<file path="src/rtl/cpu_fetch_pkg.sv">
// Shared types and constants for the instruction prefetch unit.
//   fetch_state_t   : fetch sequencer states
//   FETCH_MASK_WORD : byte mask driven on every (word) read
//   fetch_entry_t   : queue entry layout {data, pc, misaligned} for the default 32-bit PC
//   fetch_entry_width(): packed entry width for an arbitrary PC width
package cpu_fetch_pkg;

  typedef enum logic [1:0] {
    FETCH_IDLE,
    FETCH_WAIT,
    FETCH_DISCARD,
    FETCH_HALT
  } fetch_state_t;

  localparam logic [3:0] FETCH_MASK_WORD = 4'b1111;

  localparam int unsigned FETCH_PC_WIDTH = 32;

  typedef struct packed {
    logic [31:0]               data;
    logic [FETCH_PC_WIDTH-1:0] pc;
    logic                      misaligned;
  } fetch_entry_t;

  // The queue stores entries as flat vectors so the PC width can follow ADDR_WIDTH.
  function automatic int unsigned fetch_entry_width(input int unsigned addr_width);
    return 32 + addr_width + 1;
  endfunction

endpackage

</file>
<file path="src/rtl/cpu_fetch_fifo.sv">
// Synchronous FIFO holding fetched instruction entries.
// Ports:
//   clk, rst     : clock, asynchronous active-low reset
//   push         : write push_data at the tail
//   pop          : drop the head entry (ignored when empty)
//   clear        : empty the queue; wins over push and pop
//   push_data    : entry to write
//   head         : head entry, all zeros when empty
//   count        : number of valid entries (0..DEPTH)
module cpu_fetch_fifo
  import cpu_fetch_pkg::*;
#(
  parameter int unsigned DEPTH = 4,
  parameter int unsigned WIDTH = fetch_entry_width(32)
) (
  input  logic                     clk,
  input  logic                     rst,
  input  logic                     push,
  input  logic                     pop,
  input  logic                     clear,
  input  logic [WIDTH-1:0]         push_data,
  output logic [WIDTH-1:0]         head,
  output logic [$clog2(DEPTH):0]   count
);

  localparam int unsigned PW = $clog2(DEPTH);
  localparam logic [PW:0] FULL_COUNT = (PW + 1)'(DEPTH);

  logic [WIDTH-1:0] mem_q [DEPTH];
  logic [PW-1:0]    wr_ptr_q, rd_ptr_q;
  logic [PW:0]      count_q;
  logic             do_push, do_pop;

  assign do_pop  = pop && (count_q != '0) && !clear;
  // A push into a full queue is only legal when the head leaves on the same edge.
  assign do_push = push && ((count_q != FULL_COUNT) || do_pop) && !clear;

  always_ff @(posedge clk or negedge rst) begin
    if (!rst) begin
      wr_ptr_q <= '0;
      rd_ptr_q <= '0;
      count_q  <= '0;
    end else if (clear) begin
      wr_ptr_q <= '0;
      rd_ptr_q <= '0;
      count_q  <= '0;
    end else begin
      if (do_push) wr_ptr_q <= wr_ptr_q + 1'b1;
      if (do_pop)  rd_ptr_q <= rd_ptr_q + 1'b1;
      unique case ({do_push, do_pop})
        2'b10:   count_q <= count_q + 1'b1;
        2'b01:   count_q <= count_q - 1'b1;
        default: count_q <= count_q;
      endcase
    end
  end

  // Storage needs no reset: head is masked to zero while the queue is empty.
  always_ff @(posedge clk) begin
    if (do_push) mem_q[wr_ptr_q] <= push_data;
  end

  assign head  = (count_q != '0) ? mem_q[rd_ptr_q] : '0;
  assign count = count_q;

endmodule

</file>
<file path="src/rtl/cpu_fetch_unit.sv">
// Instruction prefetch unit: runs word reads on the ma_* bus ahead of execution and
// queues {data, pc, misaligned} entries for the execute stage.
// Optional build macro: CPU_FETCH_STATS_EN adds stat_fetched / stat_discarded counters.
// Ports:
//   clk, rst           : clock, asynchronous active-low reset
//   redirect           : flush queue, restart fetch at redirect_addr
//   inst_valid/ready   : head handshake; inst_data, inst_pc, inst_misaligned = head entry
//   ma_addr, ma_rd_req : read address and level request, held until ma_done
//   ma_data_mask       : constant full-word mask
//   ma_data_in, ma_done: read data and completion strobe
module cpu_fetch_unit
  import cpu_fetch_pkg::*;
#(
  parameter int unsigned           ADDR_WIDTH      = 32,
  parameter int unsigned           DEPTH           = 4,
  parameter logic [ADDR_WIDTH-1:0] EXEC_START_ADDR = ADDR_WIDTH'(32'h4000_0000)
) (
  input  logic                  clk,
  input  logic                  rst,
  input  logic                  redirect,
  input  logic [ADDR_WIDTH-1:0] redirect_addr,
  output logic                  inst_valid,
  input  logic                  inst_ready,
  output logic [31:0]           inst_data,
  output logic [ADDR_WIDTH-1:0] inst_pc,
  output logic                  inst_misaligned,
  output logic [ADDR_WIDTH-1:0] ma_addr,
  output logic                  ma_rd_req,
  output logic [3:0]            ma_data_mask,
  input  logic [31:0]           ma_data_in,
  input  logic                  ma_done
`ifdef CPU_FETCH_STATS_EN
  ,
  output logic [31:0]           stat_fetched,
  output logic [31:0]           stat_discarded
`endif
);

  localparam int unsigned EW = fetch_entry_width(ADDR_WIDTH);
  localparam int unsigned CW = $clog2(DEPTH) + 1;
  localparam logic [CW-1:0] FULL_COUNT = CW'(DEPTH);

  fetch_state_t          state_q, state_d;
  logic [ADDR_WIDTH-1:0] fetch_pc_q, fetch_pc_d;
  logic [ADDR_WIDTH-1:0] addr_q, addr_d;
  logic                  req_q, req_d;

  logic          push, pop_fire, dropped, has_free;
  logic [EW-1:0] push_data, head;
  logic [CW-1:0] count, occ_after;

  // Redirect wins over a pop in the same cycle.
  assign pop_fire  = inst_valid && inst_ready && !redirect;
  assign occ_after = count - CW'(pop_fire);
  assign has_free  = occ_after < FULL_COUNT;

  cpu_fetch_fifo #(
    .DEPTH (DEPTH),
    .WIDTH (EW)
  ) u_fifo (
    .clk       (clk),
    .rst       (rst),
    .push      (push),
    .pop       (pop_fire),
    .clear     (redirect),
    .push_data (push_data),
    .head      (head),
    .count     (count)
  );

  always_ff @(posedge clk or negedge rst) begin
    if (!rst) begin
      state_q    <= FETCH_IDLE;
      fetch_pc_q <= EXEC_START_ADDR;
      addr_q     <= EXEC_START_ADDR;
      req_q      <= 1'b0;
    end else begin
      state_q    <= state_d;
      fetch_pc_q <= fetch_pc_d;
      addr_q     <= addr_d;
      req_q      <= req_d;
    end
  end

  always_comb begin
    state_d    = state_q;
    fetch_pc_d = fetch_pc_q;
    addr_d     = addr_q;
    req_d      = req_q;
    push       = 1'b0;
    push_data  = {32'h0, fetch_pc_q, 1'b0};
    dropped    = 1'b0;

    unique case (state_q)
      FETCH_IDLE: begin
        // No request is outstanding here, so the free-slot check also reserves the slot
        // the next read will complete into.
        if (!redirect && has_free) begin
          if (fetch_pc_q[1:0] != 2'b00) begin
            push      = 1'b1;
            push_data = {32'h0, fetch_pc_q, 1'b1};
            state_d   = FETCH_HALT;
          end else begin
            req_d   = 1'b1;
            addr_d  = fetch_pc_q;
            state_d = FETCH_WAIT;
          end
        end
      end
      FETCH_WAIT: begin
        if (ma_done) begin
          req_d   = 1'b0;
          state_d = FETCH_IDLE;
          if (redirect) begin
            dropped = 1'b1;
          end else begin
            push       = 1'b1;
            push_data  = {ma_data_in, fetch_pc_q, 1'b0};
            fetch_pc_d = fetch_pc_q + ADDR_WIDTH'(4);
          end
        end else if (redirect) begin
          state_d = FETCH_DISCARD;
        end
      end
      FETCH_DISCARD: begin
        // Request stays up with a stable address until the bus finishes; data is dropped.
        if (ma_done) begin
          req_d   = 1'b0;
          dropped = 1'b1;
          state_d = FETCH_IDLE;
        end
      end
      FETCH_HALT: begin
        if (redirect) state_d = FETCH_IDLE;
      end
      default: state_d = FETCH_IDLE;
    endcase

    if (redirect) fetch_pc_d = redirect_addr;
  end

  assign inst_valid      = (count != '0);
  assign inst_data       = head[EW-1 -: 32];
  assign inst_pc         = head[ADDR_WIDTH:1];
  assign inst_misaligned = head[0];
  assign ma_addr         = addr_q;
  assign ma_rd_req       = req_q;
  assign ma_data_mask    = FETCH_MASK_WORD;

`ifdef CPU_FETCH_STATS_EN
  logic [31:0] stat_fetched_q, stat_discarded_q;
  logic [31:0] flushed;

  // Entries still queued at a redirect are lost along with any dropped read.
  assign flushed = redirect ? 32'(count) : 32'h0;

  always_ff @(posedge clk or negedge rst) begin
    if (!rst) begin
      stat_fetched_q   <= '0;
      stat_discarded_q <= '0;
    end else begin
      stat_fetched_q   <= stat_fetched_q + 32'(push);
      stat_discarded_q <= stat_discarded_q + 32'(dropped) + flushed;
    end
  end

  assign stat_fetched   = stat_fetched_q;
  assign stat_discarded = stat_discarded_q;
`endif

endmodule

</file>
<file path="config.mk">
export PLATFORM = sky130hd
export DESIGN_NAME = cpu_fetch_unit
export DESIGN_NICKNAME = d
export VERILOG_FILES = /design/src/rtl/cpu_fetch_pkg.sv /design/src/rtl/cpu_fetch_fifo.sv /design/src/rtl/cpu_fetch_unit.sv
export SDC_FILE = /design/constraint.sdc
export NUM_CORES = 1
export LEC_CHECK = 0
export CORE_MARGIN = 1.5
export CORE_UTILIZATION = 55
export DETAILED_ROUTE_END_ITERATION = 6
export GPL_TIMING_DRIVEN = 0
export PLACE_DENSITY = 0.88
export SLEW_MARGIN = 40
export SYNTH_ARGS = -nofsm -noshare
export SYNTH_HDL_FRONTEND = slang
export SYNTH_SLANG_ARGS = --single-unit
export TNS_END_PERCENT = 10
</file>
<file path="constraint.sdc">
create_clock -name clk -period 10.05 [get_ports clk]
set_clock_uncertainty 0.2 [all_clocks]
set_input_delay 3.015 -clock clk [delete_from_list [all_inputs] [get_ports clk]]
set_output_delay 3.015 -clock clk [all_outputs]
set_load 0.05 [all_outputs]
</file>
# [Word-level counts from Yosys, hierarchy flattened]
# Memories as Yosys holds them, arrays and structs flattened.
# Index checks and enable logic that the tools add are counted.
[totals] ramBits=260 n_memories=1 ff_bits=74 word_cells=84
[classes] muxes=33 n_eq_ne=12 n_lt_le_gt_ge=1 bitwise=1 reduce_logical=23 n_addsub=6
[memory_table] memory="u_fifo.mem_q" depth=4 width=65 rd=1 rd_ports_with_merged_regs=0 wr=1 line="cpu_fetch_fifo.sv:29" source="logic [WIDTH-1:0] mem_q [DEPTH];"
[op_table] cell="$mux 65" count=3
[op_table] cell="$pmux 65 s2" count=1
[op_table] cell="$mux 32" count=3
[op_table] cell="$add 32x3->32 const B" count=1
[op_table] cell="$mux 2" count=10
[op_table] cell="$reduce_bool 2->1" count=6
[op_table] cell="$mux 1" count=11
[op_table] cell="$ne 2x2->1 const B" count=4
[op_table] cell="$pmux 2 s4" count=1
[op_table] cell="$reduce_and 4->1" count=2
[op_table] cell="$logic_and 1x1->1" count=7
[op_table] cell="$eq 2x2->1 const B" count=3
[op_table] cell="$ne 3x3->1 const B" count=2
[op_table] cell="$pmux 3 s2" count=1
[op_table] cell="$reduce_bool 3->1" count=2
[op_table] cell="$add 2x1->2 const B" count=2
[op_table] cell="$eq 2x1->1 const B" count=2
[op_table] cell="$pmux 1 s2" count=2
[op_table] cell="$add 3x1->3 const B" count=1
[op_table] cell="$lt 3x3->1 const B" count=1
[op_table] cell="$mux 3" count=1
[op_table] cell="$reduce_and 3->1" count=1
[op_table] cell="$sub 3x1->3" count=1
[op_table] cell="$sub 3x1->3 const B" count=1
[op_table] cell="other kinds (7)" count=7

# [Depth between registers and ports, before layout]
# Gate-level depths: netlist of the first run.
[depth] depth_word=13 depth_mapped=9

# [By module]
# A second synthesis of the first run with hierarchy kept.
[unflattened] hier_cells=806 area_unflattened_um2=13872.1
[modules_own_cells] module="cpu_fetch_fifo" cells_per_inst=473 n_inst=1 area_per_inst_um2=10341.2 seq_area_each_um2=7982.7
[modules_own_cells] module="cpu_fetch_unit" cells_per_inst=333 n_inst=1 area_per_inst_um2=3530.9 seq_area_each_um2=1679.1

# [Worst setup path after synthesis of the first run]
# Ideal clock, no wire load.
[synth_path] path_type="in2reg" start="in ma_done" end="mem u_fifo.mem_q[0][0] in the netlist's numbering (enable)" stages=5 path_slack_ps=2769 n_path_buf=2 setup_time_ps=489 arrival_ps=6592 path_cell_list="buf_2 > and2_1 > clkbuf_1 > o211ai_1 > nor2_1"
[synth_via] elab_chain_len=6
[synth_rtl] element="start, declared" line="cpu_fetch_unit.sv:31" source="input logic ma_done"
[synth_rtl] element="$mux 1" line="cpu_fetch_unit.sv:111" source="if (ma_done) begin"
[synth_rtl] element="$pmux 1 s2" line="cpu_fetch_unit.sv:94" source="unique case (state_q)"
[synth_rtl] element="$logic_and 1x1->1 (2 in series)" line="cpu_fetch_fifo.sv:36" source="assign do_push = push && ((count_q != FULL_COUNT) || do_pop) && !clear;"
[synth_rtl] element="$mux 1" line="cpu_fetch_fifo.sv:60" source="if (do_push) mem_q[wr_ptr_q] <= push_data;"
[synth_rtl] element="$mux 1 (implied by the code)" line="cpu_fetch_fifo.sv:60"
[synth_rtl] element="end, declared" line="cpu_fetch_fifo.sv:29"
# Every way passes these cells.

# [Worst setup path after layout of the first run]
[layout_path] start="reg u_fifo.rd_ptr_q[1]" end="out inst_pc[24]"
[layout_via] elab_chain_len=2
[layout_rtl] element="start, declared" line="cpu_fetch_fifo.sv:30" source="logic [PW-1:0] wr_ptr_q, rd_ptr_q;"
[layout_rtl] element="start signal, assigned" line="cpu_fetch_fifo.sv:49" source="if (do_pop) rd_ptr_q <= rd_ptr_q + 1'b1;"
[layout_rtl] element="$mem_v2 4x65"
[layout_rtl] element="$mux 65" line="cpu_fetch_fifo.sv:63" source="assign head = (count_q != '0) ? mem_q[rd_ptr_q] : '0;"
[layout_rtl] element="end, declared" line="cpu_fetch_unit.sv:25" source="output logic [ADDR_WIDTH-1:0] inst_pc,"
# Every way passes these cells.

==> flow_metrics.tcl, run 1 <==
set metrics [dict create \
    outcome "complete, no violations" \
    crit_path_top_delay_cell "clkdlybuf4s50_1" \
    setup_slack_ns 3.526 \
    min_path_cells 1 \
    pwr-share-comb 0.433 \
    clkLatencyLatePin_ns 0.50 \
    io_pins 172 \
    grt_pass1_vias 8308 \
    core-area_mm2 0.02446 \
    syn_to_final_growth_pct 26.55 \
    tns_ns 0 \
    drive_gt1_frac 0.1813 \
    yosys.area_share.simple 0.08873 \
    holdWs_ns 0.3032 \
    yosys.area.top_type "edfxtp_1" \
    irDropWorstVdd_mv 0.2385 \
    synth_edf_count 260 \
    grt_pass1_wl_um 47320 \
    drt_first_iter_violations 637 \
    tightest_slew_ns 0.8420 \
    dp_slack_ns 4.030 \
    cts.sinks 334 \
    wl_per_cell_um 21.72 \
    synth_async_sr_flop_share 0.2216 \
    power.leakage_nw 6.132 \
    postRouteAntennaNets 0 \
    finalWirelength_um 30280 \
    ys_types 52 \
    vias 8151 \
    syn_area_per_cell_um2 16.81 \
    cap_violations 0 \
    slew_viol_final 0 \
    post_cts_resized 0 \
    postCtsSetupRepairBufs 0 \
    synth_xor_area_frac 0.01903 \
    cp.required_ns 6.84 \
    gp_congestion 0.8431 \
    antenna_found_initial 0 \
    seq_area_mm2 0.009662 \
    yosysWarnings 0 \
    grt_usage 0.2391 \
    rrSetupSlack_ns 6.41 \
    rsz0062_at_grt "false" \
    synth_cells 821 \
    dieWidth_um 161.4 \
    synth_compound_area_frac 0.02438 \
    hold_path.class "reg2reg" \
    grt_max_degree 53 \
    path_class "reg2out" \
    ys_ff_latch 334 \
    critPathMaxStageDelay_ns 0.72 \
    clk_pin_slew_ns 0.06 \
    synth_top_family_by_area "multiplexers" \
    grt_overflow 0 \
    num_rows 57 \
    synthAdderAreaFrac 0.009608 \
    startpoint "u_fifo.rd_ptr_q[1]" \
    synth_ff_type "edfxtp_1" \
    hold_viol_final 0 \
    crit_path_end_kind "output port" \
    cts_tree "yes" \
    hold_buffers 0 \
    nFillCells 1479 \
    synth.most_common_cell "edfxtp_1" \
    synthMuxAreaShare 0.1360 \
    synthTopCellsByCount "edfxtp_1 (260), dfrtp_1 (72), and2_1 (66)" \
    cp_cell_sequence "clkbuf_1, clkbuf_1, mux4_2, and2_1, clkdlybuf4s50_1" \
    critPathLaunchType "flop" \
    multi_input_area_mm2 0.003886 \
    start_util 0.5643 \
    r2r_start "state_q[1]" \
    switching_share 0.3833 \
    fin_crit_ns 6.524 \
    drc 0 \
    die_area_mm2 0.02606 \
    cts.htree.levels 2 \
    arrival_ns 3.31 \
    power.switching_w 0.002064 \
    ys_seq_area_frac 0.6999 \
    synth_area_leaders "edfxtp_1 (57%), dfrtp_1 (13%), mux4_2 (11%)" \
    io_buffers 165 \
    cts_buffers 34 \
    p_seq_frac 0.342 \
    power_density_mw_per_mm2 308.3 \
    diodes 0 \
    yosysTopAreaCellShare 0.5656 \
    slew-limit-headroom 0.4335 \
    vias_per_cell 5.847 \
    drt-pass1-iter-count 5 \
    rr_endpoint "u_fifo.mem_q[1][21]" \
    clock_path_buffers 3 \
    finalNetCount 1124 \
    die_y_um 161.4 \
    synth_area_mm2 0.01380 \
    worstSetupEndpoint "inst_pc[24]" \
    cp_common_cell "clkbuf_1" \
    cellInternalPower_w 0.003322 \
    dpl.hpwl_um 20460 \
    clkPwrFrac 0.225 \
    cts-root-buf "clkbuf_16" \
    cp_max_fo 10 \
    ff2ff_path_depth 10 \
    report.final.setup_viol 0 \
    fmax_mhz 153.3 \
    period_share 0.6492 \
]
-- worst min path at each step --
| stage | slack [ns] | to | start |
|---|---|---|---|
| after CTS | 0.31 | ma_addr[1] | ma_addr[1] |
| after global routing | 0.32 | ma_addr[1] | ma_addr[1] |
| after detailed placement | 0.29 | ma_addr[29] | ma_addr[29] |
| after floorplan | 0.31 | u_fifo.mem_q[0][32] | fetch_pc_q[31] |
| final | 0.30 | ma_addr[1] | ma_addr[1] |
| after global placement | 0.28 | ma_addr[19] | ma_addr[19] |
-- critical path, delay by kind of cell (launching register included) --
family	cells	cell delay, ns
DFF	1	0.39
and+or+nand+nor	1	0.19
muxes	1	0.42
buffers and inverters	3	1.80
-- area by class of cell --
class,count,share of cell area
sequential,334,0.5531
multi-input combinational,423,0.2225
timing repair buffer,185,0.1213
clock buffer,48,0.05637
tap,324,0.02321
buffer,51,0.01411
clock inverter,13,0.006088
inverter,16,0.003438
-- power groups by stage --
stage	clock network, W	logic (W)	registers (W)
final	0.00121	0.00233	0.00184
after global placement	0	0.00223	0.00187
after floorplan	0	0.00132	0.00207
after detailed placement	0	0.00234	0.00187
after global routing	0.00129	0.00245	0.00186
after CTS	0.00123	0.00236	0.00184
-- through the flow --
step / utilization / cells / total power, W / area, µm²
after floorplan: - / 824 / 0.003392 / 13820
after global placement: 0.6489 / 1313 / 0.004107 / 15870
after detailed placement: 0.6693 / 1333 / 0.004207 / 16370
after CTS: 0.7139 / 1394 / 0.005428 / 17460
after global routing: 0.7141 / 1394 / 0.005604 / 17470
final: 0.7141 / 1394 / 0.005386 / 17470
-- cells in the final DEF, fill, tap and decap left out, types with 4 or more instances in the layout --
| cell type | count |
|---|---|
| buf_2 | 8 |
| clkbuf_16 | 35 |
| buf_4 | 4 |
| mux2_2 | 33 |
| nor2b_1 | 4 |
| conb_1 | 4 |
| nand2_1 | 44 |
| nand4_1 | 7 |
| edfxtp_1 | 260 |
| nand3_1 | 15 |
| clkinv_1 | 4 |
| buf_8 | 5 |
| mux4_2 | 65 |
| inv_1 | 16 |
| clkbuf_1 | 40 |
| clkbuf_8 | 6 |
| ha_1 | 9 |
| nor2_4 | 4 |
| o21ai_0 | 37 |
| xor2_1 | 8 |
| buf_16 | 14 |
| nor3_1 | 8 |
| nor2_1 | 16 |
| buf_6 | 5 |
| dfrtp_1 | 72 |
| clkdlybuf4s50_1 | 164 |
| and3_1 | 34 |
| xnor2_1 | 22 |
| nor4_1 | 8 |
| and2_1 | 66 |
-- metal layers --
metal | vias up | wire length, µm | GRT usage
met5 | - | 0 | 0
met4 | 0 | 484 | 0.06061
met3 | 47 | 2262 | 0.04802
met2 | 368 | 15610 | 0.4081
met1 | 4153 | 11920 | 0.3173
li1 | 3583 | - | -
-- cells by family after synthesis --
family          count (synthesis)
simple gates                  220
mux                           102
fa+ha+maj                      10
other cells                     1
buf+inv                        67
xor+xnor                       30
compound gates                 57
flops                         334
-- state kept, by name, summed over array words and instances, names as in the netlist --
signal           count
ma_rd_req            1
u_fifo.rd_ptr_q      2
u_fifo.wr_ptr_q      2
fetch_pc_q          32
u_fifo.mem_q       260
ma_addr             32
state_q              2
u_fifo.count         3
Power figures use the tool's default switching activity.
==> run 2, diff against run 1 <==
- clock period: 10.05 -> 6.6 ns (I/O delays scaled with it)
==> results of run 2 <==
The final DEF is identical to that of run 1. Status: complete, no violations.
Main changes from that run: setup slack after placement 4.030 ns -> 1.615 ns; setup slack after layout 3.526 ns -> 1.111 ns; register-to-register setup slack 6.41 ns -> 2.96 ns; total power 0.005386 W -> 0.008201 W; worst IR drop on VDD 0.2385 mV -> 0.3631 mV
==> edit 1, RTL diff (settings of run 2) <==
Encoding of `fetch_state_t`: now Gray code (2 bits for 4 states).
--- a/src/rtl/cpu_fetch_pkg.sv
+++ b/src/rtl/cpu_fetch_pkg.sv
@@ -6,10 +6,10 @@
 package cpu_fetch_pkg;
 
   typedef enum logic [1:0] {
-    FETCH_IDLE,
-    FETCH_WAIT,
-    FETCH_DISCARD,
-    FETCH_HALT
+    FETCH_IDLE    = 2'b00,
+    FETCH_WAIT    = 2'b01,
+    FETCH_DISCARD = 2'b11,
+    FETCH_HALT    = 2'b10
   } fetch_state_t;
 
   localparam logic [3:0] FETCH_MASK_WORD = 4'b1111;
Behaviour: no difference found for any inputs over 4 cycles, from zero or initial values and one cycle with rst low; so few cycles prove little.
==> edit 1 against run 2 <==
  * Sequential cell count is the same
  * Cell area shrank 2.1%
  * First-iteration DRC count grew 4.7%
  * Clock power grew 8%
  * Power shrank 7.7%
  * Highest routed layer unchanged
  * Area after synthesis shrank 1.3%
  * Routed wire length is essentially flat
  * Worst setup slack lost 0.033 ns
  * Sequential share of layout area grew 1.2 points
==> edit 1: results <==
export IMPL_nonClockBufferCount=219
export IMPL_dp_hpwl_um=19300
export IMPL_routabilityCongestion=0.883
export IMPL_viasPerCell=5.89
export IMPL_pre_cts_ws_ns=1.26
export IMPL_synth_edff_count=260
export IMPL_grtUsageTotal_pct=24.5
export IMPL_nClkBuffers=46
export IMPL_syn_area_per_cell_sq_um=17.2
export IMPL_route_met2_wl_um=14900
export IMPL_layout_nonclk_buf_share_pct=12.1
export IMPL_fin_nets=1081
export IMPL_antenna_cells=1
export IMPL_p_leak_uw=0.00592
export IMPL_stdcell_count=1356
export IMPL_synthAdderAreaFrac_pct=0.679
export IMPL_layout_drive_gt1_share_pct=18.3
export IMPL_intPower_uw=4890
export IMPL_met3_usage_pct=5.40
export IMPL_grt_pass1_vias=8259
export IMPL_grt_max_degree=45
export IMPL_htreeDepth=2
export IMPL_clk_share_pct=6.85
export IMPL_cp_slowest_stage_delay_ns=0.70
export IMPL_clk_power_uw=1990
export IMPL_ir_drop_mv=0.357
export IMPL_dr_first_iter_drc_count=667
export IMPL_synthTopCellsByCount="edfxtp_1 (260), and2_1 (102), dfrtp_1 (72)"
export IMPL_seq_cells=334
export IMPL_synth_compound_area_share_pct=2.38
export IMPL_fill_cells=1500
export IMPL_yosysUniqueCellTypes=50
export IMPL_place_inst=1293
export IMPL_nNonClkInverters=11
export IMPL_placed_cell_area_sq_um=15900
export IMPL_critical_path_arrival_ns=3.34
export IMPL_wl_met1_um=12200
export IMPL_portBuffers=166
export IMPL_synthTopCellsByArea="edfxtp_1 (57%), dfrtp_1 (13%), mux4_2 (11%)"
export IMPL_status="completed"
export IMPL_grt_use_met1_pct=33.3
export IMPL_dr_wl_met3_um=2600
export IMPL_use_met2_pct=40.0
export IMPL_wl_um=30300
export IMPL_clkTransAtPathRegs_ns=0.06
export IMPL_grt_pass1_wl_um=47500
export IMPL_multi_input_area_share_pct=21.9
export IMPL_powerDensity_nw_per_um2=443
export IMPL_slew_headroom_pct=43.7
edit 1: changes by cell type after synthesis, moves of 5 or more:
| cell | before | now |
|---|---|---|
| and2_1 | 66 | 102 |
| xnor2_1 | 22 | 6 |
| o211ai_1 | 2 | 7 |
| o21ai_0 | 37 | 24 |
| nand4_1 | 7 | 12 |
| xor2_1 | 8 | 16 |
| o311ai_0 | 0 | 5 |
| nor4_1 | 9 | 3 |
| inv_1 | 16 | 11 |
| and3_1 | 34 | 1 |
| clkbuf_1 | 34 | 27 |
edit 1: worst paths after layout:
check                                   startpoint                  end  slack, ns  cells past startpoint
worst min register to register         ma_addr[20]          ma_addr[20]       0.30                      1
min in group asynchronous                      rst           ma_addr[8]       1.15                      1
worst min-delay path                   ma_addr[20]          ma_addr[20]       0.30                      1
max in group asynchronous                      rst   u_fifo.rd_ptr_q[0]       4.50                      2
worst max-delay path            u_fifo.rd_ptr_q[1]          inst_pc[14]       1.08                      5
worst max register to register          state_q[1]  u_fifo.mem_q[0][43]       3.17                      8
==> edit 2, RTL diff (settings of run 2) <==
Made on the original files. Add a define of `CPU_FETCH_STATS_EN`.
--- a/src/rtl/cpu_fetch_unit.sv
+++ b/src/rtl/cpu_fetch_unit.sv
@@ -8,6 +8,8 @@
 //   ma_addr, ma_rd_req : read address and level request, held until ma_done
 //   ma_data_mask       : constant full-word mask
 //   ma_data_in, ma_done: read data and completion strobe
+`define CPU_FETCH_STATS_EN
+
 module cpu_fetch_unit
   import cpu_fetch_pkg::*;
 #(
Formal check against the unedited RTL (old outputs only; new: stat_discarded and stat_fetched): no difference found for any inputs over 4 cycles, from zero or initial values and one cycle with rst low; that may be too few to reach the edited logic, so the function may still have changed.
==> edit 2 against run 2 <==
  * Critical path type unchanged
  * Die area is 20% higher
  * Hold slack worse by 0.032 ns
  * Sequential power is 18% higher
  * Area after synthesis is 20% higher
  * Power is 8.2% higher
  * Maximum frequency is 2.0% lower
  * Largest cell class unchanged
  * Cell count is 26% higher
  * Sequential cell count is 64 higher
  * Cell area is 20% higher
  * Routed wire length is 21% higher
  * Worst setup slack worse by 0.11 ns
==> edit 2: results <==
export IMPL_status="completed"
export IMPL_grt_pass1_wl_um=57400
export IMPL_synthFlopType="edfxtp_1"
export IMPL_dp_hpwl_um=23900
export IMPL_htreeDepth=2
export IMPL_clkTransAtPathRegs_ns=0.06
export IMPL_setup_viol=0
export IMPL_yosys_warnings=0
export IMPL_synth_edff_count=260
export IMPL_synth_seq_area_share_pct=67.8
export IMPL_post_cts_buffers=0
export IMPL_async_reset_ff_share_pct=34.7
export IMPL_cp_slowest_stage_delay_ns=0.83
export IMPL_routabilityCongestion=0.887
export IMPL_numCtsBuffers=40
export IMPL_final_common_cell="edfxtp_1"
export IMPL_cpMaxStageDelayCell="clkdlybuf4s50_1"
export IMPL_pre_cts_ws_ns=0.803
export IMPL_p_leak_uw=0.00766
export IMPL_slew_headroom_pct=51.0
export IMPL_layout_drive_gt1_share_pct=15.6
export IMPL_yosysUniqueCellTypes=55
export IMPL_cts_path_max_buffers=3
export IMPL_fin_nets=1423
export IMPL_portBuffers=230
export IMPL_clock_latency_ns=0.53
export IMPL_grt_max_degree=77
export IMPL_wl_um=36600
export IMPL_drt_pass1_iterations=6
export IMPL_top_register="u_fifo.mem_q"
export IMPL_cts_resized=0
export IMPL_critPathMaxFanout=10
export IMPL_ir_drop_mv=0.278
export IMPL_antenna_found_initial=1
export IMPL_drv_cap=0
export IMPL_synthTopCellsByArea="edfxtp_1 (47%), dfrtp_1 (20%), mux4_2 (8.8%)"
export IMPL_fill_cells=1915
export IMPL_placed_cell_area_sq_um=19600
export IMPL_grt_pass1_vias=10300
export IMPL_hold_path_class="flip-flop to flip-flop"
export IMPL_dr_first_iter_drc_count=793
export IMPL_critical_path_arrival_ns=3.42
export IMPL_largest_register_ffs=260
export IMPL_grtUsageTotal_pct=24.1
export IMPL_viasPerCell=5.71
export IMPL_synthTopCellsByCount="edfxtp_1 (260), dfrtp_1 (136), and2_1 (104)"
edit 2: cell types whose count changed after synthesis, sizes merged, moves of 5 or more:
cell	before	now
o21ai	38	30
nand4	7	24
nand2	44	75
a21oi	2	7
nand3	15	35
clkbuf	34	29
dfrtp	72	136
and2	66	104
nor2	20	32
and4	3	12
xor2	8	45
xnor2	22	46
and3	34	12
edit 2: cell type report:
class                      instances  area, sq um  area share, %
antenna                            1         2.50         0.0120
clock buffer                      53         1110           5.32
clock inverter                    21          186          0.892
multi-input combinational        598         5100           24.4
timing repair buffer             238         2470           11.8
tap                              390          488           2.33
buffer                            48          218           1.04
sequential                       398        11300           53.9
inverter                          14         52.6          0.251
edit 2: power breakdown:
group / leakage, uW / internal, uW / total (uW) / switching (uW)
Clock: 0.000644 / 1310 / 2220 / 913
Sequential: 0.00417 / 3100 / 3320 / 219
Combinational: 0.00285 / 1230 / 3340 / 2110
edit 2: kinds of logic after synthesis:
family	Yosys count	synth area share (%)
other	1	0.0226
muxes	106	11.6
AOI/OAI and AO/OA	48	1.68
buffers and inverters	62	1.61
and+or+nand+nor	332	11.1
DFF	398	67.8
xor gates and xnor gates	91	4.80
adders and majority gates	17	1.40
edit 2: worst paths after layout:
path	to	slack, ns	from	cells after the start
min	stat_fetched[31]	0.27	stat_fetched[31]	1
max	inst_data[20]	1.00	u_fifo.count[0]	6
min in group asynchronous	stat_discarded[29]	1.18	rst	1
max reg2reg	stat_fetched[14]	2.81	state_q[1]	12
max in group asynchronous	stat_fetched[0]	4.27	rst	2
min reg2reg	stat_fetched[31]	0.27	stat_fetched[31]	1
edit 2: layer usage:
metal | vias to the layer above | global-route usage (%) | routed length [um]
li1 | 4462 | - | -
met1 | 5087 | 32.4 | 14700
met2 | 427 | 38.8 | 17900
met3 | 76 | 5.58 | 2900
met4 | 0 | 8.51 | 1120
met5 | - | 0 | 0
edit 2: critical path, delay by kind of cell (launching register included):
kind / cells / cell delay (ns)
buffers and inverters: 3 / 1.67
AND/OR/NAND/NOR: 3 / 0.76
flip-flops: 1 / 0.46
edit 2: stage by stage:
stage                     std cells  setup TNS, ns
final                          1761              0
after global routing           1760              0
after CTS                      1760              0
after detailed placement       1686              0
after global placement         1678        -413.27
after floorplan                1058              0
